## src/rtl/fifo_write_arbiter.sv

```systemverilog
// Round-robin write arbiter in front of a shared FIFO; also gates consumer pops and sequences FIFO clears.
// Optional source tagging of stored words is enabled with the FIFO_ARB_TAG_EN macro.
module fifo_write_arbiter #(
  parameter int data_width = 32,
  parameter int NUM_REQ    = 4,
  parameter int IDX_W      = 2
`ifdef FIFO_ARB_TAG_EN
  , localparam int FW      = data_width + IDX_W
`else
  , localparam int FW      = data_width
`endif
) (
  input  logic                          clk,
  input  logic                          reset,
  input  logic [NUM_REQ-1:0]            req,
  input  logic [NUM_REQ*data_width-1:0] req_data,
  output logic [NUM_REQ-1:0]            ack,
  input  logic                          flush,
  output logic                          flush_done,
  input  logic                          rd_en,
  output logic                          rd_valid,
  output logic [data_width-1:0]         rd_data,
`ifdef FIFO_ARB_TAG_EN
  output logic [IDX_W-1:0]              rd_src,
`endif
  output logic [FW-1:0]                 fifo_data_in,
  input  logic [FW-1:0]                 fifo_data_out,
  output logic                          fifo_insert,
  output logic                          fifo_next,
  output logic                          fifo_clear,
  input  logic                          fifo_full,
  input  logic                          fifo_empty
);

  typedef enum logic [1:0] {ST_CLR, ST_SETTLE, ST_RUN} state_e;

  state_e             state_q, state_d;
  logic [IDX_W-1:0]   rr_ptr_q, rr_ptr_d;
  logic               grant_found;
  logic [IDX_W-1:0]   grant_idx;
  logic [data_width-1:0] grant_word;

  // First requester at or after rr_ptr, wrapping modulo NUM_REQ.
  always_comb begin
    grant_found = 1'b0;
    grant_idx   = '0;
    for (int k = 0; k < NUM_REQ; k++) begin
      if (!grant_found && req[(int'(rr_ptr_q) + k) % NUM_REQ]) begin
        grant_found = 1'b1;
        grant_idx   = IDX_W'((int'(rr_ptr_q) + k) % NUM_REQ);
      end
    end
  end

  assign grant_word = req_data[int'(grant_idx)*data_width +: data_width];

  always_comb begin
    state_d      = state_q;
    rr_ptr_d     = rr_ptr_q;
    ack          = '0;
    fifo_insert  = 1'b0;
    fifo_next    = 1'b0;
    fifo_clear   = 1'b0;
    fifo_data_in = '0;
    flush_done   = 1'b0;
    rd_valid     = 1'b0;
    case (state_q)
      ST_CLR: begin
        fifo_clear = 1'b1;
        state_d    = ST_SETTLE;
      end
      ST_SETTLE: begin
        flush_done = 1'b1;
        state_d    = ST_RUN;
      end
      ST_RUN: begin
        rd_valid = ~fifo_empty;
        if (flush) begin
          state_d = ST_CLR;
        end else begin
          fifo_next = rd_en & ~fifo_empty;
          // A full FIFO still accepts a word when the head is popped in the same cycle.
          if (grant_found && (~fifo_full | fifo_next)) begin
            ack[grant_idx] = 1'b1;
            fifo_insert    = 1'b1;
`ifdef FIFO_ARB_TAG_EN
            fifo_data_in   = {grant_idx, grant_word};
`else
            fifo_data_in   = grant_word;
`endif
            rr_ptr_d = (int'(grant_idx) == NUM_REQ - 1) ? '0 : IDX_W'(int'(grant_idx) + 1);
          end
        end
      end
      default: state_d = ST_CLR;
    endcase
    if (reset) begin
      state_d      = ST_CLR;
      rr_ptr_d     = '0;
      ack          = '0;
      fifo_insert  = 1'b0;
      fifo_next    = 1'b0;
      fifo_data_in = '0;
      flush_done   = 1'b0;
      rd_valid     = 1'b0;
      fifo_clear   = 1'b1;
    end
  end

  always_ff @(posedge clk) begin
    if (reset) begin
      state_q  <= ST_CLR;
      rr_ptr_q <= '0;
    end else begin
      state_q  <= state_d;
      rr_ptr_q <= rr_ptr_d;
    end
  end

`ifdef FIFO_ARB_TAG_EN
  assign rd_src  = fifo_data_out[FW-1 -: IDX_W];
  assign rd_data = fifo_data_out[data_width-1:0];
`else
  assign rd_data = fifo_data_out;
`endif

endmodule
```

## config.mk

```make
export PLATFORM = sky130hd
export DESIGN_NAME = fifo_write_arbiter
export DESIGN_NICKNAME = d
export VERILOG_FILES = /design/src/rtl/fifo_write_arbiter.sv
export SDC_FILE = /design/constraint.sdc
export NUM_CORES = 1
export LEC_CHECK = 0
export CORE_AREA = 3 3 94 96
export DETAILED_ROUTE_END_ITERATION = 10
export DIE_AREA = 0 0 97 99
export PLACE_DENSITY = 0.74
export SYNTH_ARGS = -nofsm -noshare
export SYNTH_HDL_FRONTEND = slang
export SYNTH_SLANG_ARGS = --single-unit
```

## constraint.sdc

```tcl
create_clock -name clk -period 1.84 [get_ports clk]
set_clock_uncertainty 0.05 [all_clocks]
set_input_delay 0.276 -clock clk [delete_from_list [all_inputs] [get_ports clk]]
set_output_delay 0.276 -clock clk [all_outputs]
set_load 0.05 [all_outputs]
```

==> key figures, run 1 <==
Status
  – Run status: finished, violations left
  – Failing checks: setup timing

Synth
  – Top-area cell type share of the netlist area: 39.8%
  – Most frequent cells after synthesis: mux2i_1, buf_4, o22ai_1
  – Async set or reset register ratio after synthesis: 0%
  – Post-synth EDFFs: 0
  – Synth area leader: mux2i_1
  – Seq cells post-synth: 4
  – Top cells by area, synth: mux2i_1, buf_4, o22ai_1
  – Yosys warns: 0
  – Post-Syn Area: 0.00166 mm²
  – Syn_nets: 365
  – Syn avg cell area: between 8 and 9 µm²
  – Top FF cell, synth: dfxtp_1
  – Most frequent cell after synthesis: mux2i_1
  – Seq/Total Area, Yosys: between 4 and 5%
  – Post-synthesis cell count: 191
  – Synth cell types: 29

Finish
  – Fraction of layout cells with a size suffix above 1: 61.1%
  – Layout area overhead: 244%
  – # diodes: 0
  – Finished Layout Cells: 480
  – Final core occ: a little over two thirds
  – Fill count: between 500 and 600
  – Nets: 551

Min path
  – HP Class: reg2reg

Clock tree
  – Worst skew pair latency: 0.22 ns
  – Clock root cell: clkbuf_8
  – Clock tree sinks: 4
  – CTS Hold Bufs: 0
  – H-tree level count: 1
  – TritonCTS clock tree: done
  – Reg clk slew, reported paths: 0.03 ns
  – Clk buf depth: 2
  – TritonCTS Buffers: 3

Timing
  – Max-slew violations: 0
  – Period utilization: 124%
  – Worst slew pin tran: roughly 0.31 ns
  – Final setup vio count: 36
  – Rel. slew slack: roughly 80%
  – Setup TNS: -13.82 ns
  – Peak Freq: between 0.4 and 0.5 GHz
  – Final worst-path setup slack: -0.446 ns
  – Fin crit period: 2.29 ns
  – Final-report hold violation count: 0
  – RSZ-0062 raised after global routing: yes

Placed design
  – Hpwl dp: 6.26 mm
  – PortBufs: about 180
  – Placed cell count: 452
  – Placer Congestion: about 0.81

Route
  – Antenna-violating nets left: 0
  – DRC Markers: 0
  – Drt wl/cell: ~20 µm
  – Via count: 2304
  – Drt via density: 4.80
  – Drt initial violations: 31
  – DRT Wirelength: 9.63 mm
  – First-pass DRT Iterations: 4

Setup path
  – CP Capture Type: output port
  – Reg-to-reg slack, setup: 0.07 ns
  – Startpoint types: register
  – Worst Path Required: 1.51 ns
  – Critical Path AT: 1.96 ns
  – CP Class: reg2out
  – CP max FO: 8

Power
  – Pwr per Cell Area: 274 mW/mm²
  – Psw: 559 µW
  – Switch share: between 30 and 40%
  – Clock power share: approximately an eighth
  – Int Pwr: 1010 µW
  – Combinational share of power: around four fifths
  – Leakage: 0.00186 µW
  – Max VDD drop: between 0.15 and 0.2 mV
  – Seq pwr share: roughly 6.2%
  – Design Power: about 1600 µW

Global route
  – Remaining Overflow, GRT: 0
  – Initial antenna violation count: 0
  – Gr usage total: between 10% and 20%
  – Largest net degree at the start of global routing: 10
  – Wire length of the first global-routing pass: 14.7 mm
  – Number of global-route vias before repair: around 2600

Job
  – Max Cap Violations: 0

Floorplan
  – # rows: 33
  – Die W: 97 µm
  – Core area: 0.00813 mm²
  – # IOs: roughly 240
  – Die area: 0.00960 mm²
  – Die H: 99 µm
  – Initial core utilization: 20.4%
[power by group through the flow]
stage,Clock [µW],Combinational (µW),Sequential [µW]
finish,184,1290,97.9
global route,192,1340,98.4
CTS,187,1250,97.8
detailed placement,0,792,98.0
global placement,0,776,97.6
floorplan,0,549,100
[worst paths after layout]
| kind | startpoint | depth (start not counted) | endpoint |
|---|---|---|---|
| max reg2reg | rr_ptr_q[0] | 10 | rr_ptr_q[1] |
| max | rr_ptr_q[0] | 10 | fifo_data_in[30] |
| min reg2reg | state_q[0] | 2 | state_q[0] |
| min | state_q[0] | 2 | state_q[0] |
[cell type report]
cell class / count / area, µm² / share of cell area (%)
multi-input combinational: 136 / 2480 / 43.4
timing repair buffer: 227 / 2960 / 51.6
clock buffer: 3 / 41.3 / 0.721
tap: 105 / 131 / 2.30
sequential: 4 / 83.8 / 1.46
inverter: 5 / 26.3 / 0.459
[worst max-delay path, cell delays in order, from the launching register on]
cell and delay [ns]:
dfxtp_2 0.32, inv_2 0.05, buf_6 0.12, a21oi_4 0.14, a2bb2oi_4 0.08, buf_6 0.13, buf_12 0.14, buf_16 0.16
mux2i_4 0.20, o22ai_4 0.22, buf_12 0.17
[registers in the layout, indices dropped and copies added (netlist names)]
signal	count
rr_ptr_q	2
state_q	2
[metrics by stage]
step	hold WS [ns]	worst slack (ns)	instance area, µm²
after CTS	0.471	-0.478	5640
after global placement	0.463	-0.822	4250
after global routing	0.480	-0.490	5720
after floorplan	0.407	-0.339	2070
after detailed placement	0.490	-0.854	4250
final	0.466	-0.446	5720
[cell usage in the layout (no fill, tap or decap), types with 4 or more instances in the layout]
master / n
and2_4: 4
buf_12: 42
buf_16: 17
buf_4: 19
buf_6: 12
clkdlybuf4s50_1: 129
mux2i_2: 7
mux2i_4: 58
nor2_1: 4
o22ai_4: 32
[cell families after synthesis]
family	share of synthesized area, %
AOI/OAI and AO/OA	21.5
muxes	39.8
DFF	4.82
and+or+nand+nor	8.89
buffers and inverters	22.1
adders and majority gates	3.01
[metal layers]
| metal | track usage, % | up-vias | part of all wire (%) |
|---|---|---|---|
| li1 | - | 1072 | - |
| met1 | 19.5 | 1071 | 31 |
| met4 | 5.51 | 0 | 2.8 |
| met5 | 0 | - | 0 |
| met3 | 4.18 | 22 | 6.7 |
| met2 | 39.8 | 139 | 59 |
[timing repair]
action                                  4_1_cts  5_1_grt
buffers inserted                              8        3
pin swaps                                    16       32
resized for setup                           191       30
endpoints found under the hold margin         0        0
cloned                                       14        0
endpoints found under the setup margin       38       38
Note: power is estimated with default switching activity, not from simulation.
==> run 2, diff against run 1 <==
--- a/config.mk
+++ b/config.mk
@@ -5,10 +5,10 @@
 export SDC_FILE = /design/constraint.sdc
 export NUM_CORES = 1
 export LEC_CHECK = 0
-export CORE_AREA = 3 3 94 96
+export CORE_MARGIN = 4
+export CORE_UTILIZATION = 22
 export DETAILED_ROUTE_END_ITERATION = 10
-export DIE_AREA = 0 0 97 99
-export PLACE_DENSITY = 0.74
+export PLACE_DENSITY = 0.79
 export SYNTH_ARGS = -nofsm -noshare
 export SYNTH_HDL_FRONTEND = slang
 export SYNTH_SLANG_ARGS = --single-unit
==> run 2 against run 1 <==
The run still ends with setup timing left; power decreased by 2.3%; largest cell class unchanged; wire length increased by 4.9%; worst hold slack improved by 0.036 ns; combinational power decreased by 3%; critical path type unchanged; global-route usage decreased by 0.67 points; highest routed layer unchanged; largest power group unchanged; clock power about the same.
==> key figures, run 2 (synthesis results as in run 1) <==
Clock tree
  – Clock root cell: clkbuf_8
  – Reg clk slew, reported paths: 0.03 ns (about the same)
  – H-tree level count: 1 (unchanged)
  – TritonCTS clock tree: done
  – TritonCTS Buffers: 3 (unchanged)
  – Clk buf depth: 2 (unchanged)
  – Clock tree sinks: 4 (unchanged)
  – Worst skew pair latency: 0.22 ns (about the same)

Power
  – Clock power share: 12.1% (+0.3 points)
  – Psw: 550 µW (-1.7%)
  – Seq pwr share: 6.4% (+0.2 points)
  – Leakage: 0.00183 µW (-1.6%)
  – Pwr per Cell Area: 276 mW/mm² (+0.59%)
  – Switch share: 35.9% (+0.22 points)
  – Int Pwr: 982 µW (-2.6%)
  – Max VDD drop: 0.185 mV (+5.3%)
  – Combinational share of power: 81.6% (-0.4 points)

Route
  – First-pass DRT Iterations: 6 (+2)
  – Antenna-violating nets left: 0 (unchanged)
  – WL met2: 5.60 mm (-1.8%)
  – WL met1: 3.21 mm (+6.1%)
  – Met3 wire length: 898 µm (+40%)
  – Via count: 2315 (+0.48%)
  – DRC Markers: 0 (unchanged)
  – Max layer used: met4
  – DRT Wirelength: 10.1 mm (+4.9%)
  – Drt via density: 4.88 (+1.7%)
  – Drt initial violations: 45 (+45%)
  – Drt wl/cell: 21.3 µm (+6.2%)

Global route
  – Gr usage total: 18.8% (-0.67 points)
  – Initial antenna violation count: 0 (unchanged)
  – Remaining Overflow, GRT: 0 (unchanged)
  – Number of global-route vias before repair: 2560 (-2.1%)
  – Largest net degree at the start of global routing: 13 (+3)
  – Wire length of the first global-routing pass: 13.1 mm (-11%)

Floorplan
  – # rows: 31 (-6.1%)
  – Die W: 94.9 µm (-2.2%)
  – Die area: 0.00901 mm² (-6.2%)
  – Die H: 94.9 µm (-4.1%)
  – Core area: 0.00729 mm² (-10%)
  – # IOs: 243 (unchanged)
  – Initial core utilization: 22.8% (+2.4 points)

Setup path
  – CP max FO: 5 (-3)
  – Startpoint types: register
  – Worst Path Required: 1.51 ns (about the same)
  – R2R depth: 8 (-2)
  – CP Capture Type: output port
  – CP Class: reg2out
  – Reg-to-reg slack, setup: 0.11 ns (+0.04 ns)
  – R2R Path Start: rr_ptr_q[0]
  – Critical Path AT: 1.96 ns (about the same)
  – Worst setup path start: rr_ptr_q[0]
  – Critical path destination: fifo_data_in[16]
  – RR Endpoint: rr_ptr_q[1]

Timing
  – Max-slew violations: 0 (unchanged)
  – Period utilization: 124% (+0.21 points)
  – Final-report hold violation count: 0 (unchanged)
  – Final setup vio count: 36 (unchanged)
  – Peak Freq: 0.437 GHz (-0.17%)
  – Rel. slew slack: 81.4% (+1.8 points)
  – Worst slew pin tran: 0.271 ns (-0.0354 ns)
  – Fin crit period: 2.29 ns (+0.00380 ns)
  – Final worst-path setup slack: -0.450 ns (-0.00380 ns)
  – RSZ-0062 raised after global routing: yes

Finish
  – Final Cell Area: 0.00556 mm² (-2.8%)
  – Finished Layout Cells: 474 (-1.3%)
  – Fill count: 449 (-12%)
  – Layout area overhead: 235%
  – Nets: 551 (unchanged)
  – Fraction of layout cells with a size suffix above 1: 60.0% (-1.1 points)
  – Most frequent cells in the layout: clkdlybuf4s50_1, buf_12, mux2i_4
  – Final core occ: 76.3% (+5.9 points)
  – # diodes: 0 (unchanged)
  – Largest regs: rr_ptr_q (2), state_q (2)
  – Commonest non-fill, non-tap cell in the layout: clkdlybuf4s50_1

Placed design
  – Placer Congestion: 0.846 (+3.9%)
  – Placed cell count: 459 (+1.5%)
  – PortBufs: 178 (unchanged)
  – Post-DP Area: 0.00442 mm² (+4.2%)
  – Worst slack, placed: -0.776 ns (+0.0784 ns)
  – Hpwl dp: 7.06 mm (+13%)

Status
  – Run status: finished, violations left
  – Failing checks: setup timing

Min path
  – HP Class: reg2reg

Job
  – Max Cap Violations: 0 (unchanged)
[run 2: cell types whose count changed in the layout (fill, tap and decap cells not counted), sizes merged]
cell    change
buf         -5
clkbuf      +5
[run 2: power groups by stage]
stage | combinational, µW | clock, µW | sequential [µW]
finish | 1250 | 185 | 97.4
global route | 1300 | 195 | 97.8
CTS | 1100 | 192 | 96.3
detailed placement | 840 | 0 | 98.2
global placement | 818 | 0 | 97.7
floorplan | 549 | 0 | 100
[run 2: critical path, cell delays in order (launching register included)]
cell,delay [ns]
dfxtp_2,0.34
inv_4,0.05
a21oi_4,0.15
a2bb2oi_4,0.27
clkbuf_16,0.23
buf_16,0.15
mux2i_4,0.28
o22ai_4,0.11
buf_12,0.16
[run 2: cell type report]
cell class | count | area [µm²] | area share (%)
inverters | 5 | 31.3 | 0.563
multi-input cells | 136 | 2420 | 43.6
clock buffers | 3 | 41.3 | 0.743
repair buffers | 227 | 2860 | 51.4
well taps | 99 | 124 | 2.23
flip-flops and latches | 4 | 86.3 | 1.55
[run 2: worst min path at each step]
stage                 startpoint  slack [ns]          end  cells after the start
2_1_floorplan         state_q[0]        0.41   state_q[0]                      1
3_3_place_gp          state_q[0]        0.46   state_q[0]                      2
3_5_place_dp          state_q[0]        0.49   state_q[0]                      2
4_1_cts               state_q[0]        0.49   state_q[0]                      2
5_1_grt        fifo_data_out[17]        0.50  rd_data[17]                      0
6_report              state_q[0]        0.50   state_q[0]                      2
[run 2: per-layer routing]
metal	up-vias	GRT usage, %
met5	-	0
met4	0	5.77
met3	38	4.94
met2	150	38.3
met1	1063	17.9
li1	1064	-
[run 2: stage by stage]
step / TNS [ns] / hold slack, ns / power (µW)
after floorplan: -10.67 / 0.407 / 649
after global placement: -24.41 / 0.463 / 916
after detailed placement: -27.24 / 0.490 / 938
after CTS: -14.06 / 0.495 / 1380
after global routing: -15.51 / 0.502 / 1590
final: -13.68 / 0.502 / 1530
[run 2: repair_timing]
| item | in CTS | in global routing |
|---|---|---|
| endpoints found under the setup margin | 38 | 37 |
| pin swaps | 9 | 27 |
| gates resized for setup | 140 | 66 |
| cloned | 2 | 3 |
| buffers inserted | 6 | 3 |
| hold buffers | 0 | 0 |
